===== config.mk =====
export PLATFORM = sky130hd
export DESIGN_NAME = magnitude_estimator_mc_flat
export DESIGN_NICKNAME = d
export VERILOG_FILES = /design/src/rtl/magnitude_estimator_mc_pkg.sv /design/src/rtl/magnitude_estimator_mc_if.sv /design/src/rtl/magnitude_estimator_mc_abs_max_min.sv /design/src/rtl/magnitude_estimator_mc.sv /design/src/flat_wrapper.sv
export SDC_FILE = /design/constraint.sdc
export NUM_CORES = 1
export LEC_CHECK = 0
export CAP_MARGIN = 20
export CORE_MARGIN = 2
export CORE_UTILIZATION = 45
export CTS_CLUSTER_SIZE = 12
export DETAILED_ROUTE_END_ITERATION = 8
export GPL_TIMING_DRIVEN = 0
export SETUP_SLACK_MARGIN = 0.3
export SLEW_MARGIN = 20
export SYNTH_ARGS = -nofsm -noshare
export SYNTH_HDL_FRONTEND = slang
export SYNTH_SLANG_ARGS = --single-unit

===== constraint.sdc =====
create_clock -name clock -period 9.9 [get_ports clock]
set_input_delay 1.98 -clock clock [delete_from_list [all_inputs] [get_ports clock]]
set_output_delay 1.98 -clock clock [all_outputs]
set_load 0.05 [all_outputs]

===== src/rtl/magnitude_estimator_mc_pkg.sv =====
// Shared definitions for the multi-channel alpha-max-plus-beta-min magnitude estimator.
package magnitude_estimator_mc_pkg;

    typedef enum logic [1:0] {
        MODE_B4     = 2'd0,
        MODE_B2     = 2'd1,
        MODE_B38    = 2'd2,
        MODE_A15_16 = 2'd3
    } mode_e;

    // Enabled clocks from an accepted input sample to validOut.
    localparam int STAGES = 3;

    function automatic int ch_width(input int num_channels);
        return (num_channels <= 1) ? 1 : $clog2(num_channels);
    endfunction

endpackage


===== src/rtl/magnitude_estimator_mc_if.sv =====
// Sample-in / estimate-out bundle for magnitude_estimator_mc.
interface magnitude_estimator_mc_if #(
    parameter int DATA_WIDTH   = 18,
    parameter int NUM_CHANNELS = 4
) ();
    localparam int CH_WIDTH = magnitude_estimator_mc_pkg::ch_width(NUM_CHANNELS);

    // validIn qualifies a sample on every clock where enable is high; there is no
    // backpressure, and validOut qualifies the registered outputs the same way.
    logic                         enable;
    logic                         validIn;
    logic [CH_WIDTH-1:0]          channelIn;
    logic [1:0]                   modeSel;
    logic signed [DATA_WIDTH-1:0] dataInRe;
    logic signed [DATA_WIDTH-1:0] dataInIm;
    logic                         peakClear;
    logic                         validOut;
    logic [CH_WIDTH-1:0]          channelOut;
    logic [DATA_WIDTH:0]          dataOut;
    logic [DATA_WIDTH:0]          peakOut;

    modport master (
        output enable, validIn, channelIn, modeSel, dataInRe, dataInIm, peakClear,
        input  validOut, channelOut, dataOut, peakOut
    );

    modport slave (
        input  enable, validIn, channelIn, modeSel, dataInRe, dataInIm, peakClear,
        output validOut, channelOut, dataOut, peakOut
    );

endinterface


===== src/rtl/magnitude_estimator_mc_abs_max_min.sv =====
// Two registered stages: absolute values, then max/min sort, with a pass-through sideband tag.
module magnitude_estimator_mc_abs_max_min #(
    parameter int DATA_WIDTH = 18,
    parameter int SIDE_WIDTH = 4
) (
    input  logic                         clock,
    input  logic                         reset,
    input  logic                         enable,
    input  logic                         valid_in,
    input  logic [SIDE_WIDTH-1:0]        side_in,
    input  logic signed [DATA_WIDTH-1:0] re_in,
    input  logic signed [DATA_WIDTH-1:0] im_in,
    output logic                         valid_out,
    output logic [SIDE_WIDTH-1:0]        side_out,
    output logic [DATA_WIDTH-1:0]        mx_out,
    output logic [DATA_WIDTH-1:0]        mn_out
);
    logic [DATA_WIDTH-1:0] abs_re, abs_im;
    logic                  s1_valid;
    logic [SIDE_WIDTH-1:0] s1_side;
    logic [DATA_WIDTH-1:0] s1_re, s1_im;

    // Negating the most negative value wraps to 2^(W-1), which is exact as unsigned.
    assign abs_re = re_in[DATA_WIDTH-1] ? $unsigned(-re_in) : $unsigned(re_in);
    assign abs_im = im_in[DATA_WIDTH-1] ? $unsigned(-im_in) : $unsigned(im_in);

    always_ff @(posedge clock) begin
        if (reset) begin
            s1_valid  <= 1'b0;
            s1_side   <= '0;
            s1_re     <= '0;
            s1_im     <= '0;
            valid_out <= 1'b0;
            side_out  <= '0;
            mx_out    <= '0;
            mn_out    <= '0;
        end else if (enable) begin
            s1_valid  <= valid_in;
            s1_side   <= side_in;
            s1_re     <= abs_re;
            s1_im     <= abs_im;
            valid_out <= s1_valid;
            side_out  <= s1_side;
            mx_out    <= (s1_re >= s1_im) ? s1_re : s1_im;
            mn_out    <= (s1_re >= s1_im) ? s1_im : s1_re;
        end
    end

endmodule


===== src/rtl/magnitude_estimator_mc.sv =====
// Multi-channel, mode-selectable alpha-max-plus-beta-min magnitude estimator with per-channel peak hold.
module magnitude_estimator_mc
    import magnitude_estimator_mc_pkg::*;
#(
    parameter int DATA_WIDTH   = 18,
    parameter int NUM_CHANNELS = 4
) (
    input logic                     clock,
    input logic                     reset,
    magnitude_estimator_mc_if.slave bus
);
    localparam int CH_WIDTH   = ch_width(NUM_CHANNELS);
    localparam int SIDE_WIDTH = CH_WIDTH + 2;
    localparam logic [CH_WIDTH:0] CH_LIMIT = (CH_WIDTH + 1)'(NUM_CHANNELS);

    logic                  in_valid;
    logic                  s2_valid;
    logic [SIDE_WIDTH-1:0] s2_side;
    logic [DATA_WIDTH-1:0] s2_mx, s2_mn;
    logic [CH_WIDTH-1:0]   s2_ch;
    logic [1:0]            s2_mode;
    logic [DATA_WIDTH:0]   mx_e, mn_e, est, peak_cur, peak_new;
    logic [DATA_WIDTH:0]   peak [NUM_CHANNELS];
    logic                  valid_q;
    logic [CH_WIDTH-1:0]   channel_q;
    logic [DATA_WIDTH:0]   data_q, peak_q;

    // Out-of-range channel tags enter the pipeline as bubbles.
    assign in_valid = bus.validIn && ({1'b0, bus.channelIn} < CH_LIMIT);

    magnitude_estimator_mc_abs_max_min #(
        .DATA_WIDTH (DATA_WIDTH),
        .SIDE_WIDTH (SIDE_WIDTH)
    ) u_abs_max_min (
        .clock     (clock),
        .reset     (reset),
        .enable    (bus.enable),
        .valid_in  (in_valid),
        .side_in   ({bus.channelIn, bus.modeSel}),
        .re_in     (bus.dataInRe),
        .im_in     (bus.dataInIm),
        .valid_out (s2_valid),
        .side_out  (s2_side),
        .mx_out    (s2_mx),
        .mn_out    (s2_mn)
    );

    assign s2_ch   = s2_side[SIDE_WIDTH-1:2];
    assign s2_mode = s2_side[1:0];
    assign mx_e    = {1'b0, s2_mx};
    assign mn_e    = {1'b0, s2_mn};

    // Each shifted term truncates on its own before the sum.
    always_comb begin
        est = '0;
        case (mode_e'(s2_mode))
            MODE_B4:     est = mx_e + (mn_e >> 2);
            MODE_B2:     est = mx_e + (mn_e >> 1);
            MODE_B38:    est = mx_e + (mn_e >> 2) + (mn_e >> 3);
            MODE_A15_16: est = mx_e - (mx_e >> 4) + (mn_e >> 1) - (mn_e >> 5);
            default:     est = '0;
        endcase
    end

    assign peak_cur = peak[s2_ch];
    assign peak_new = (bus.peakClear || est > peak_cur) ? est : peak_cur;

    always_ff @(posedge clock) begin
        if (reset) begin
            valid_q   <= 1'b0;
            channel_q <= '0;
            data_q    <= '0;
            peak_q    <= '0;
            for (int i = 0; i < NUM_CHANNELS; i++) peak[i] <= '0;
        end else begin
            if (bus.enable) begin
                valid_q <= s2_valid;
                if (s2_valid) begin
                    channel_q <= s2_ch;
                    data_q    <= est;
                    peak_q    <= peak_new;
                end
            end
            // peakClear is honoured even while the pipeline is frozen.
            for (int i = 0; i < NUM_CHANNELS; i++) begin
                if (bus.enable && s2_valid && s2_ch == CH_WIDTH'(i)) peak[i] <= peak_new;
                else if (bus.peakClear)                                peak[i] <= '0;
            end
        end
    end

    assign bus.validOut   = valid_q;
    assign bus.channelOut = channel_q;
    assign bus.dataOut    = data_q;
    assign bus.peakOut    = peak_q;

endmodule


===== src/flat_wrapper.sv =====
// flat-port wrapper written by rule: the top's interface ports become plain ports
module magnitude_estimator_mc_flat import magnitude_estimator_mc_pkg::*;
#(
    parameter int DATA_WIDTH   = 18,
    parameter int NUM_CHANNELS = 4
)
  (clock, reset, bus_enable, bus_validIn, bus_channelIn, bus_modeSel, bus_dataInRe, bus_dataInIm, bus_peakClear, bus_validOut, bus_channelOut, bus_dataOut, bus_peakOut);
  magnitude_estimator_mc_if #(.DATA_WIDTH(DATA_WIDTH), .NUM_CHANNELS(NUM_CHANNELS)) bus_i ();
  input logic clock;
  input logic reset;
  input wire logic [$bits(bus_i.enable)-1:0] bus_enable;
  input wire logic [$bits(bus_i.validIn)-1:0] bus_validIn;
  input wire logic [$bits(bus_i.channelIn)-1:0] bus_channelIn;
  input wire logic [$bits(bus_i.modeSel)-1:0] bus_modeSel;
  input wire logic [$bits(bus_i.dataInRe)-1:0] bus_dataInRe;
  input wire logic [$bits(bus_i.dataInIm)-1:0] bus_dataInIm;
  input wire logic [$bits(bus_i.peakClear)-1:0] bus_peakClear;
  output wire logic [$bits(bus_i.validOut)-1:0] bus_validOut;
  output wire logic [$bits(bus_i.channelOut)-1:0] bus_channelOut;
  output wire logic [$bits(bus_i.dataOut)-1:0] bus_dataOut;
  output wire logic [$bits(bus_i.peakOut)-1:0] bus_peakOut;
  assign bus_i.enable = bus_enable;
  assign bus_i.validIn = bus_validIn;
  assign bus_i.channelIn = bus_channelIn;
  assign bus_i.modeSel = bus_modeSel;
  assign bus_i.dataInRe = bus_dataInRe;
  assign bus_i.dataInIm = bus_dataInIm;
  assign bus_i.peakClear = bus_peakClear;
  assign bus_validOut = bus_i.validOut;
  assign bus_channelOut = bus_i.channelOut;
  assign bus_dataOut = bus_i.dataOut;
  assign bus_peakOut = bus_i.peakOut;
  magnitude_estimator_mc #(.DATA_WIDTH(DATA_WIDTH), .NUM_CHANNELS(NUM_CHANNELS)) u_core (.clock(clock), .reset(reset), .bus(bus_i));
endmodule

==> metrics.txt <==
# TYPE chip_impl_metric gauge
chip_impl_info{name="result_of_the_run",value="finished, final reports clean"} 1
chip_impl_info{name="critical_path_top_delay_cell",value="buf_1"} 1
chip_impl_metric{name="drt_drc_violations_left",unit=""} 0
chip_impl_metric{name="syn_area",unit="µm²"} 14200
chip_impl_info{name="yosysTopAreaCell",value="dfxtp_1"} 1
chip_impl_metric{name="wirelength",unit="mm"} 41.1
chip_impl_metric{name="clock_latency",unit="ns"} 0.46
chip_impl_metric{name="avgSynthCellArea",unit="µm²"} 9.24
chip_impl_metric{name="cp_max_fo",unit=""} 10
chip_impl_metric{name="globalRouteTotalUtil",unit=""} 0.254
chip_impl_metric{name="synth_enable_flop_cells",unit=""} 76
chip_impl_metric{name="cts-resized-gates",unit=""} 0
chip_impl_metric{name="first_pass_iters",unit=""} 5
chip_impl_metric{name="area.growth.synth_to_final",unit="%"} 13.8
chip_impl_metric{name="hold_viol",unit=""} 0
chip_impl_metric{name="die_w",unit="µm"} 181
chip_impl_metric{name="timing.final.crit_share",unit=""} 0.814
chip_impl_info{name="ys_top_cells_by_area",value="dfxtp_1 (18%), edfxtp_1 (16%), ha_1 (11%)"} 1
chip_impl_metric{name="fillCellCount",unit=""} 2887
chip_impl_info{name="tritoncts",value="done"} 1
chip_impl_metric{name="crit_path_max_incr_delay",unit="ns"} 0.58
chip_impl_metric{name="ios",unit=""} 86
chip_impl_metric{name="routed-via-count",unit=""} 11700
chip_impl_metric{name="grt_util_met2",unit=""} 0.418
chip_impl_metric{name="synth_cell_types",unit=""} 75
chip_impl_metric{name="setup_tns",unit="ns"} 0
chip_impl_metric{name="postCtsSetupBuffers",unit=""} 0
chip_impl_metric{name="final_period_minus_worst_setup_slack",unit="ns"} 8.06
chip_impl_metric{name="cts.htree.levels",unit=""} 4
chip_impl_metric{name="finalCoreUtilization",unit=""} 0.523
chip_impl_metric{name="seq_area",unit="µm²"} 4760
chip_impl_metric{name="clock-sinks",unit=""} 200
chip_impl_metric{name="grt_overflow_total",unit=""} 0
chip_impl_info{name="min_path_type",value="flip-flop to flip-flop"} 1
chip_impl_metric{name="cts_buffers",unit=""} 17
chip_impl_metric{name="gp_congestion",unit=""} 0.944
chip_impl_info{name="rsz_0062_raised_after_global_routing",value="no"} 1
chip_impl_metric{name="total_leakage_power",unit="nW"} 6.46
chip_impl_metric{name="wl_per_cell",unit="µm"} 20.1
chip_impl_metric{name="multi_input_area",unit="µm²"} 8700
chip_impl_metric{name="maxSlewHeadroom",unit=""} 0.300
chip_impl_metric{name="die-height",unit="µm"} 181
chip_impl_metric{name="total_number_of_yosys_warnings",unit=""} 0
chip_impl_metric{name="max-cap-violations",unit=""} 0
chip_impl_metric{name="synth_top_area_frac",unit=""} 0.175
chip_impl_metric{name="portBuffers",unit=""} 83
chip_impl_metric{name="power_density",unit="nW/µm²"} 161
chip_impl_metric{name="drt-initial-drc-count",unit=""} 983
chip_impl_metric{name="max-vdd-ir-drop",unit="V"} 0.000110
chip_impl_metric{name="synth-seq-cells",unit=""} 200
chip_impl_metric{name="fmax",unit="MHz"} 124
chip_impl_info{name="clk_root_buffer_cell",value="clkbuf_16"} 1
chip_impl_metric{name="placement_rows",unit=""} 64
chip_impl_metric{name="route.antenna.remaining_nets",unit=""} 0
chip_impl_info{name="critical_path.most_common_cell",value="a21o_1"} 1
chip_impl_info{name="yosys_most_used_dff",value="dfxtp_1"} 1
chip_impl_metric{name="syn_inst",unit=""} 1534
chip_impl_metric{name="setup_ws",unit="ns"} 1.84
chip_impl_metric{name="clk_pin_slew_worst_paths",unit="ns"} 0.09
chip_impl_metric{name="cts.hold.buffers_added",unit=""} 0
chip_impl_metric{name="floorplan.die_area",unit="µm²"} 32900
chip_impl_metric{name="ffs_w_async_s_r_synth",unit=""} 0
chip_impl_metric{name="fin_hold_ws",unit="ns"} 0.459
chip_impl_metric{name="grt_max_degree",unit=""} 20
chip_impl_metric{name="max-clock-path-buffers",unit=""} 2
chip_impl_metric{name="worst_ep_required_time",unit="ns"} 10.09
chip_impl_metric{name="setup_viol",unit=""} 0
chip_impl_metric{name="antennaDiodeCount",unit=""} 0
chip_impl_info{name="timing.critical_path.from_type",value="flip-flop"} 1
chip_impl_metric{name="initial_antenna_violation_count",unit=""} 0
chip_impl_metric{name="final_layout_size_suffix_gt1_frac",unit=""} 0.0594
chip_impl_metric{name="grt_util_met1",unit=""} 0.355
chip_impl_metric{name="place.detailed.hpwl",unit="mm"} 32.8
chip_impl_metric{name="grt_first_pass_wirelength",unit="mm"} 64.5
chip_impl_metric{name="fin_skew",unit="ns"} 0.0276
chip_impl_metric{name="mappedNetlistNets",unit=""} 1733
chip_impl_metric{name="start_util",unit=""} 0.460
chip_impl_metric{name="nets",unit=""} 1837
chip_impl_metric{name="worst_ep_arrival_time",unit="ns"} 8.25
chip_impl_metric{name="via_per_inst",unit=""} 5.71
chip_impl_metric{name="core-area",unit="µm²"} 30800
chip_impl_metric{name="seq_area_frac_synth",unit=""} 0.336
chip_impl_metric{name="grtUsageMet3",unit=""} 0.0331
chip_impl_info{name="critPathKind",value="flip-flop to flip-flop"} 1
chip_impl_metric{name="slew_violations",unit=""} 0
chip_impl_info{name="peak_usage_layer_in_the_global_routing_report",value="met2"} 1
chip_impl_metric{name="worst_slew_pin_slew",unit="ns"} 1.05
chip_impl_metric{name="pre_cts_slack",unit="ns"} 1.98
chip_impl_metric{name="via_count_of_the_first_global_routing_pass",unit=""} 11500
chip_impl_info{name="worstSetupEndpointType",value="flip-flop"} 1
[synth_stat cells, types with 7 or more instances]
cell type  number
a211oi_1       91
a21o_1         27
a21oi_1        72
a31oi_1         7
and3_1         10
buf_1          11
clkbuf_1       52
dfxtp_1       124
edfxtp_1       76
fa_1           31
ha_1          123
inv_1         124
mux2i_1        76
mux4_2         26
nand2_1        87
nand2b_1       10
nand3_1        23
nor2_1        224
nor2b_1        10
nor3_1         21
o211ai_1       11
o21a_1         18
o21ai_0        61
o22ai_1         9
o31ai_1        13
o41ai_1         7
or2_2          10
or3_1           8
xnor2_1        36
xor2_1         40
[layout make-up]
| type | instances | share of cell area |
|---|---|---|
| clock buffer | 17 | 0.0264 |
| tap | 396 | 0.0307 |
| clock inverter | 15 | 0.00838 |
| sequential | 200 | 0.295 |
| inverter | 125 | 0.0291 |
| timing repair buffer | 85 | 0.0541 |
| multi-input combinational | 1140 | 0.539 |
| buffer | 69 | 0.0166 |
[stage by stage]
step / area, µm² / instances / power, mW
CTS: 16100 / 2047 / 2.60
global route: 16100 / 2047 / 2.75
floorplan: 14200 / 1534 / 1.65
finish: 16100 / 2047 / 2.59
global placement: 15500 / 2013 / 1.90
detailed placement: 15600 / 2015 / 1.92
[sequential cells by signal (all words and copies together) (netlist names), 2 cells and up, named ones only]
| signal | flops |
|---|---|
| u_core.bus.channelOut | 2 |
| u_core.bus.dataOut | 19 |
| u_core.bus.peakOut | 19 |
| u_core.peak | 76 |
| u_core.u_abs_max_min.mn_out | 17 |
| u_core.u_abs_max_min.mx_out | 18 |
| u_core.u_abs_max_min.s1_im | 18 |
| u_core.u_abs_max_min.s1_re | 18 |
| u_core.u_abs_max_min.s1_side | 4 |
| u_core.u_abs_max_min.side_out | 4 |
[cells by family after synthesis]
family                     after synthesis  synth area share
muxes                                  103            0.0959
xor gates and xnor gates                76            0.0470
buffers and inverters                  194            0.0519
DFF                                    200             0.336
adders and majority gates              154             0.152
and+or+nand+nor                        429             0.132
AOI/OAI and AO/OA                      378             0.184
[worst paths after layout]
path / start / to / slack, ns / cells past startpoint
max: u_core.u_abs_max_min.mn_out[6] / u_core.peak[0][11] / 1.84 / 28
min: u_core.bus.dataOut[9] / u_core.bus.dataOut[9] / 0.46 / 2
max reg2reg: u_core.u_abs_max_min.mn_out[6] / u_core.peak[0][11] / 1.84 / 28
min reg2reg: u_core.bus.dataOut[9] / u_core.bus.dataOut[9] / 0.46 / 2
[critical path, delay by kind of cell (launching register included)]
kind	cells	cell delay, ns
AOI/OAI and AO/OA	14	3.50
xor gates and xnor gates	2	0.53
adders and majority gates	3	0.91
buffers and inverters	4	1.29
DFF	1	0.53
muxes	1	0.52
and+or+nand+nor	4	0.54
[per-layer routing]
| metal | part of all wire | vias up |
|---|---|---|
| met5 | 0 | - |
| met2 | 0.46 | 314 |
| met1 | 0.47 | 5609 |
| met3 | 0.051 | 36 |
| met4 | 0.017 | 0 |
| li1 | - | 5724 |
[cells in the final DEF (no fill, tap or decap), types with 5 or more instances in the layout]
cell	count
inv_6	5
dfxtp_1	124
xnor2_1	36
mux4_2	26
o21ai_0	59
clkbuf_1	52
inv_1	124
a211oi_1	91
o31ai_1	12
nor2_1	224
nand2b_1	10
nand3b_1	6
xor2_1	40
o22ai_1	9
edfxtp_1	76
nand2_1	87
o21a_1	18
a31oi_1	7
o211ai_1	11
buf_2	5
and3_1	10
mux2i_1	76
or2_2	10
buf_1	10
a21o_1	27
clkdlybuf4s50_1	83
a211o_1	5
nand4_1	6
o41ai_1	7
nor2b_1	10
a21oi_1	72
nor3_1	21
o21bai_1	6
ha_1	123
nand3_1	23
clkbuf_16	17
fa_1	31
or3_1	8
[power by group]
group          total, mW  leakage (nW)  switching, mW  internal [mW]
Sequential         0.940          1.86         0.0474          0.893
Combinational      0.972          4.32          0.580          0.392
Clock              0.683         0.271          0.350          0.333
Total               2.59          6.46          0.978           1.62
Note: power is estimated with default switching activity, not from simulation.
